--- src/rtl/datapath_pipe.sv ---
// -----------------------------------------------------------------------------
// datapath_pipe
//   Two-stage register-file + ALU datapath.
//     OF : reads operands A/B from the register file, selects B and the memory
//          address, and loads them into the EX register when an instruction
//          is accepted.
//     EX : computes the ALU result, or waits for load data, then writes back
//          into the register file and updates the status flags.
//
//   Handshake: an instruction is accepted on a rising edge where
//   in_valid & in_ready are both 1. in_valid may be raised at any time and
//   must hold its fields stable until accepted. in_ready is computed from the
//   EX state and the incoming source fields. It does not depend on in_valid.
//   EX releases its slot when ex_done = exValid & (!exMd | mem_valid).
//
//   Build option DATAPATH_FWD_EN:
//     defined   - the writeback value is bypassed into the OF operand mux.
//                 A dependent instruction is accepted back-to-back.
//     undefined - a read-after-write hazard against EX drops in_ready. The
//                 instruction enters OF the cycle after retire and reads the
//                 register file normally.
//
// Parameters: DW datapath width, NREG registers, AW address/PC width.
// Ports:
//   clk_main, reset (sync, active-low)
//   in_valid / in_ready            instruction handshake
//   DR, SA, SB, FS, MB, MM, MD, RW decoded instruction fields
//   const_in, PC                   immediate operand, program counter
//   mem_rdata, mem_valid           load data return
//   BusA, DataOut, AddrOut         EX-stage operands / memory address
//   Z, N, C, V                     flags of the last retired ALU operation
// -----------------------------------------------------------------------------
module datapath_pipe #(
  parameter int DW   = 16,
  parameter int NREG = 16,
  parameter int AW   = 6,
  localparam int RA  = (NREG > 1) ? $clog2(NREG) : 1
) (
  input  logic          clk_main,
  input  logic          reset,
  input  logic          in_valid,
  output logic          in_ready,
  input  logic [RA-1:0] DR,
  input  logic [RA-1:0] SA,
  input  logic [RA-1:0] SB,
  input  logic [3:0]    FS,
  input  logic          MB,
  input  logic          MM,
  input  logic          MD,
  input  logic          RW,
  input  logic [DW-1:0] const_in,
  input  logic [AW-1:0] PC,
  input  logic [DW-1:0] mem_rdata,
  input  logic          mem_valid,
  output logic [DW-1:0] BusA,
  output logic [DW-1:0] DataOut,
  output logic [AW-1:0] AddrOut,
  output logic          Z,
  output logic          N,
  output logic          C,
  output logic          V
);

  logic [DW-1:0] regs [NREG];

  // EX-stage control captured at accept
  logic          exValid;
  logic [RA-1:0] exDr;
  logic [3:0]    exFs;
  logic          exMd;
  logic          exRw;

  logic          exDone;
  logic          fire;
  logic          hazard;
  logic [DW-1:0] wbVal;
  logic [DW-1:0] opA;
  logic [DW-1:0] regB;
  logic [DW-1:0] opB;

  // ALU
  logic [DW-1:0] aluF;
  logic [DW-1:0] addB;
  logic          addCin;
  logic          isArith;
  logic [DW:0]   addSum;
  logic          aluC;
  logic          aluV;

  always_comb begin
    addB    = '0;
    addCin  = 1'b0;
    isArith = 1'b0;
    aluF    = BusA;
    case (exFs)
      4'h1: begin addCin = 1'b1;                      isArith = 1'b1; end
      4'h2: begin addB = DataOut;                     isArith = 1'b1; end
      4'h3: begin addB = DataOut;  addCin = 1'b1;     isArith = 1'b1; end
      4'h4: begin addB = ~DataOut;                    isArith = 1'b1; end
      4'h5: begin addB = ~DataOut; addCin = 1'b1;     isArith = 1'b1; end
      4'h6: begin addB = '1;                          isArith = 1'b1; end
      4'h8: aluF = BusA & DataOut;
      4'h9: aluF = BusA | DataOut;
      4'hA: aluF = BusA ^ DataOut;
      4'hB: aluF = ~BusA;
      4'hC: aluF = DataOut;
      4'hD: aluF = DataOut >> 1;
      4'hE: aluF = DataOut << 1;
      4'hF: aluF = DataOut;
      default: aluF = BusA;   // 0 and 7 pass A
    endcase
    // Every arithmetic op is A + addB + addCin; subtraction uses ~B + 1.
    addSum = {1'b0, BusA} + {1'b0, addB} + {{DW{1'b0}}, addCin};
    if (isArith) aluF = addSum[DW-1:0];
    aluC = isArith & addSum[DW];
    // Overflow: both addends share a sign that the result does not.
    aluV = isArith & (BusA[DW-1] == addB[DW-1]) & (aluF[DW-1] != BusA[DW-1]);
  end

  assign exDone = exValid & (~exMd | mem_valid);
  assign wbVal  = exMd ? mem_rdata : aluF;

`ifdef DATAPATH_FWD_EN
  assign opA    = (exDone & exRw & (exDr == SA)) ? wbVal : regs[SA];
  assign regB   = (exDone & exRw & (exDr == SB)) ? wbVal : regs[SB];
  assign hazard = 1'b0;
`else
  assign opA    = regs[SA];
  assign regB   = regs[SB];
  assign hazard = exValid & exRw & ((exDr == SA) | (~MB & (exDr == SB)));
`endif

  assign opB      = MB ? const_in : regB;
  assign in_ready = reset & (~exValid | exDone) & ~hazard;
  assign fire     = in_valid & in_ready;

  always_ff @(posedge clk_main) begin
    if (!reset) begin
      for (int i = 0; i < NREG; i++) regs[i] <= '0;
      exValid <= 1'b0;
      exDr    <= '0;
      exFs    <= '0;
      exMd    <= 1'b0;
      exRw    <= 1'b0;
      BusA    <= '0;
      DataOut <= '0;
      AddrOut <= '0;
      Z       <= 1'b0;
      N       <= 1'b0;
      C       <= 1'b0;
      V       <= 1'b0;
    end else begin
      if (exDone) begin
        if (exRw) regs[exDr] <= wbVal;
        // Loads retire without touching the flags.
        if (!exMd) begin
          Z <= (aluF == '0);
          N <= aluF[DW-1];
          C <= aluC;
          V <= aluV;
        end
      end
      if (fire) begin
        exValid <= 1'b1;
        exDr    <= DR;
        exFs    <= FS;
        exMd    <= MD;
        exRw    <= RW;
        BusA    <= opA;
        DataOut <= opB;
        AddrOut <= MM ? PC : opA[AW-1:0];
      end else if (exDone) begin
        // Operand outputs hold their last value while EX is empty.
        exValid <= 1'b0;
      end
    end
  end

endmodule
--- config.mk ---
export PLATFORM = sky130hd
export DESIGN_NAME = datapath_pipe
export DESIGN_NICKNAME = d
export VERILOG_FILES = /design/src/rtl/datapath_pipe.sv
export SDC_FILE = /design/constraint.sdc
export NUM_CORES = 1
export LEC_CHECK = 0
export ABC_AREA = 1
export CELL_PAD_IN_SITES_DETAIL_PLACEMENT = 0
export CELL_PAD_IN_SITES_GLOBAL_PLACEMENT = 1
export CORE_ASPECT_RATIO = 2
export CORE_UTILIZATION = 45
export CTS_CLUSTER_DIAMETER = 30
export CTS_CLUSTER_SIZE = 30
export DETAILED_ROUTE_END_ITERATION = 8
export DONT_BUFFER_PORTS = 1
export PLACE_DENSITY = 0.81
export REMOVE_ABC_BUFFERS = 1
export SETUP_SLACK_MARGIN = 0.4
export SLEW_MARGIN = 0
export SYNTH_ARGS = -nofsm -noshare
export SYNTH_HDL_FRONTEND = slang
export SYNTH_SLANG_ARGS = --single-unit
--- constraint.sdc ---
create_clock -name clk_main -period 4.9 [get_ports clk_main]
set_input_delay 0.49 -clock clk_main [delete_from_list [all_inputs] [get_ports clk_main]]
set_output_delay 0.49 -clock clk_main [all_outputs]
set_load 0.005 [all_outputs]
==> flow_metrics.py <==
metrics = {
    "run_status": {
        "status": "finished clean",
    },
    "grt": {
        "grt-ovfl-total": 0,
        "grt_antenna_before_repair": 0,
        "grt_pass1_vias": 17270,
        "grt_use_total_pct": 31.52,
        "grt_pass1_wl_mm": 101.7,
        "grt_max_degree": 238,
    },
    "synthesis": {
        "ys_async_sr_fraction_pct": 0,
        "synthTopCellsByArea": "edfxtp_1 40%, nand2_1 9.0%, a21oi_1 7.9%, nor2_1 7.3%, o21ai_0 6.6%",
        "synthCells": 2494,
        "synth_top_area_cell": "edfxtp_1",
        "dominantRegCellSynth": "edfxtp_1",
        "synth_edf_count": 256,
        "syn_area_um2": 19000,
        "seq_area_frac_synth_pct": 46.05,
        "synth_cell_types": 38,
        "ys_ff_latch": 309,
        "ys_warn_count": 0,
        "yosys.area.top_type_share_pct": 40.47,
        "avgSynthCellArea_um2": 7.617,
    },
    "setup_path": {
        "worstRegToRegCells": 21,
        "cp.arrival_ns": 4.23,
        "r2r_setup_slack_ns": 0.95,
        "setup.worst_path.end_class": "flip-flop",
        "worstSetupStartpointType": "flip-flop",
        "worstSetupPathType": "reg -> reg",
        "path_buf_inv": 4,
        "critPathTopFamily": "simple AND/OR/NAND/NOR gates",
        "worstPathCellList": "inv_2, nor2_4, nand2_2, inv_1, a21oi_1, o21ai_0, fa_1, inv_1, fa_1, inv_1, nand3_1, nand3_1, nand2_1, nand2_1, nand2_1, nand2_1, nand2_1, nand3_1, nand3_1, o21ai_2, nor2_1",
        "cpMostUsedCell": "nand2_1",
        "required_ns": 5.18,
        "critPathMaxStageDelay_ns": 0.45,
        "reg2reg_from": "exFs[1]$_SDFFE_PN0P_",
        "worst_path_max_delay_cell": "dfxtp_1",
        "r2r-end": "regs[5][14]$_SDFFCE_PN0P_",
        "cp_max_fo": 16,
    },
    "timing": {
        "slew_headroom_pct": 26.82,
        "layout_setup_ws_ns": 0.9478,
        "fin_setup_tns_ns": 0,
        "fin_crit_sh_pct": 80.66,
        "maxSlewViolCount": 0,
        "fin_skew_ns": 0.03093,
        "rsz0062_at_grt": "no",
        "tightest_slew_ns": 1.095,
        "finalSetupViolCount": 0,
        "fin_crit_ns": 3.952,
        "finalHoldViolCount": 0,
        "fmax_mhz": 253.0,
    },
    "cts": {
        "clk_latency_ns": 0.58,
        "cts_resized": 0,
        "h-tree-depth": 2,
        "cts.sinks": 309,
        "root_buffer": "clkbuf_16",
        "post_cts_buffers": 0,
        "cts.path.max_buffers": 3,
        "path_clk_slew_ns": 0.06,
        "hold_buffers": 0,
        "cts_buffers": 44,
        "cts_tree": "done",
    },
    "floorplanning": {
        "pin_count": 105,
        "dieArea_um2": 43090,
        "die_h_um": 292.6,
        "initial_core_util_pct": 45.47,
        "num_rows": 106,
        "die_x_um": 147.3,
        "fp.coreArea_um2": 41780,
    },
    "run": {
        "max-cap-violations": 0,
    },
    "routing": {
        "drt_iter0_markers": 1564,
        "wl_mm": 68.48,
        "antenna_left": 0,
        "via_per_inst": 5.954,
        "vias": 17630,
        "first_pass_iters": 6,
        "drc": 0,
        "routedWlPerCell_um": 23.13,
    },
    "finish": {
        "layout_commonest_cell": "nand2_1",
        "fin_area_um2": 20600,
        "drive_gt1_share_pct": 5.535,
        "finalNonFillerCells": 2961,
        "synthToLayoutAreaGrowth_pct": 8.430,
        "final_cell_mix": "454 x nand2_1, 368 x nor2_1, 300 x a21oi_1, 256 x edfxtp_1, 250 x o21ai_0",
        "diodes": 0,
        "final_core_util_pct": 49.31,
        "nNetsFinal": 2498,
    },
    "pwr": {
        "ir_drop_uv": 256.3,
        "power_frac_clock_pct": 45.9,
        "power_frac_seq_pct": 42.6,
        "switching_power_w": 0.001988,
        "p_int_w": 0.005076,
        "swShare_pct": 28.14,
        "p_leak_nw": 8.070,
        "power_density_nw_per_um2": 342.9,
        "combPwrFrac_pct": 11.5,
    },
    "worst_hold_path": {
        "hp-start": "DR[3]",
        "hold_path.class": "in -> reg",
        "hold_depth": 2,
        "min_to": "exDr[3]$_SDFFE_PN0P_",
    },
    "placed_design": {
        "routabilityCongestion": 0.9451,
        "io_buffers": 0,
        "dpl_cell_area_um2": 19110,
        "dp_cells": 2881,
        "place_ws_ns": 1.008,
        "hpwlAfterDp_mm": 46.28,
    },
}
[synth_stat cells (2+ instances only)]
master    instances
nand2_1         454
nor2_1          368
a21oi_1         300
edfxtp_1        256
o21ai_0         250
inv_1           224
nand3_1         179
clkbuf_1        106
o211ai_1         79
dfxtp_1          53
ha_1             47
buf_2            41
buf_1            21
a31oi_1          16
o21ai_2          16
nor3_1           15
buf_4             8
inv_2             8
nand3b_1          6
nand4_1           6
nor2_2            5
o221ai_1          5
o22ai_1           5
a211oi_1          4
o21ai_1           4
fa_1              2
nand2_2           2
nor2_4            2
o21bai_1          2
xor2_1            2
[through the flow]
step	hold slack [ns]	power [W]
finish	0.06584	0.007064
global route	0.06947	0.007266
CTS	0.05491	0.007069
detailed placement	0.4692	0.003865
global placement	0.4579	0.003848
floorplan	0.4456	0.003581
[worst max-delay path by stage]
stage,from,slack (ns),depth (start not counted),end
3_5_place_dp,exFs[2]$_SDFFE_PN0P_,1.01,21,regs[9][14]$_SDFFCE_PN0P_
3_3_place_gp,exFs[2]$_SDFFE_PN0P_,1.12,21,regs[0][14]$_SDFFCE_PN0P_
5_1_grt,exFs[2]$_SDFFE_PN0P_,0.59,21,regs[9][14]$_SDFFCE_PN0P_
4_1_cts,exFs[2]$_SDFFE_PN0P_,1.01,21,regs[5][14]$_SDFFCE_PN0P_
6_report,exFs[1]$_SDFFE_PN0P_,0.95,21,regs[5][14]$_SDFFCE_PN0P_
2_1_floorplan,exMd$_SDFFE_PN0P_,1.23,9,BusA[0]$_SDFFE_PN0P_
[flip-flops by register name (all words and copies together), names as in the netlist]
| register | cells |
|---|---|
| AddrOut | 6 |
| BusA | 16 |
| exMd | 1 |
| exFs | 4 |
| V | 1 |
| Z | 1 |
| exRw | 1 |
| N | 1 |
| exValid | 1 |
| DataOut | 16 |
| regs | 256 |
| C | 1 |
| exDr | 4 |
[cell families (layout without fill, tap and decap cells)]
logic type,Yosys count,in the layout,share of synthesized area [%]
flip-flops,309,309,46.05
adder cells (fa/ha/maj),49,49,3.306
AO/OA/AOI/OAI,683,683,19.71
buffers and inverters,409,336,8.510
XOR/XNOR,3,3,0.1383
AND/OR/NAND/NOR,1041,1041,22.29
[per-layer routing]
metal  global-route usage (%)  wire length (um)
met5                        0                 0
met4                    20.39              4420
met3                    3.380              4380
met2                    59.17             36300
met1                    32.70             23370
[area by class of cell]
class / instances / area, um2
Fill cell: 4088 / 21180
Sequential cell: 309 / 8748
Multi-Input combinational cell: 1776 / 8637
Clock buffer: 48 / 1159
Inverter: 233 / 874.6
Tap cell: 540 / 675.6
Clock inverter: 32 / 331.6
Timing Repair Buffer: 23 / 172.7
[power by group through the flow]
stage	clock network [W]	registers (W)	logic (W)
5_1_grt	0.00335	0.00302	0.000897
4_1_cts	0.00326	0.00301	0.000805
6_report	0.00324	0.00301	0.000814
2_1_floorplan	0	0.00303	0.000547
3_5_place_dp	0	0.00306	0.000801
3_3_place_gp	0	0.00306	0.000790
Power figures use the tool's default switching activity.
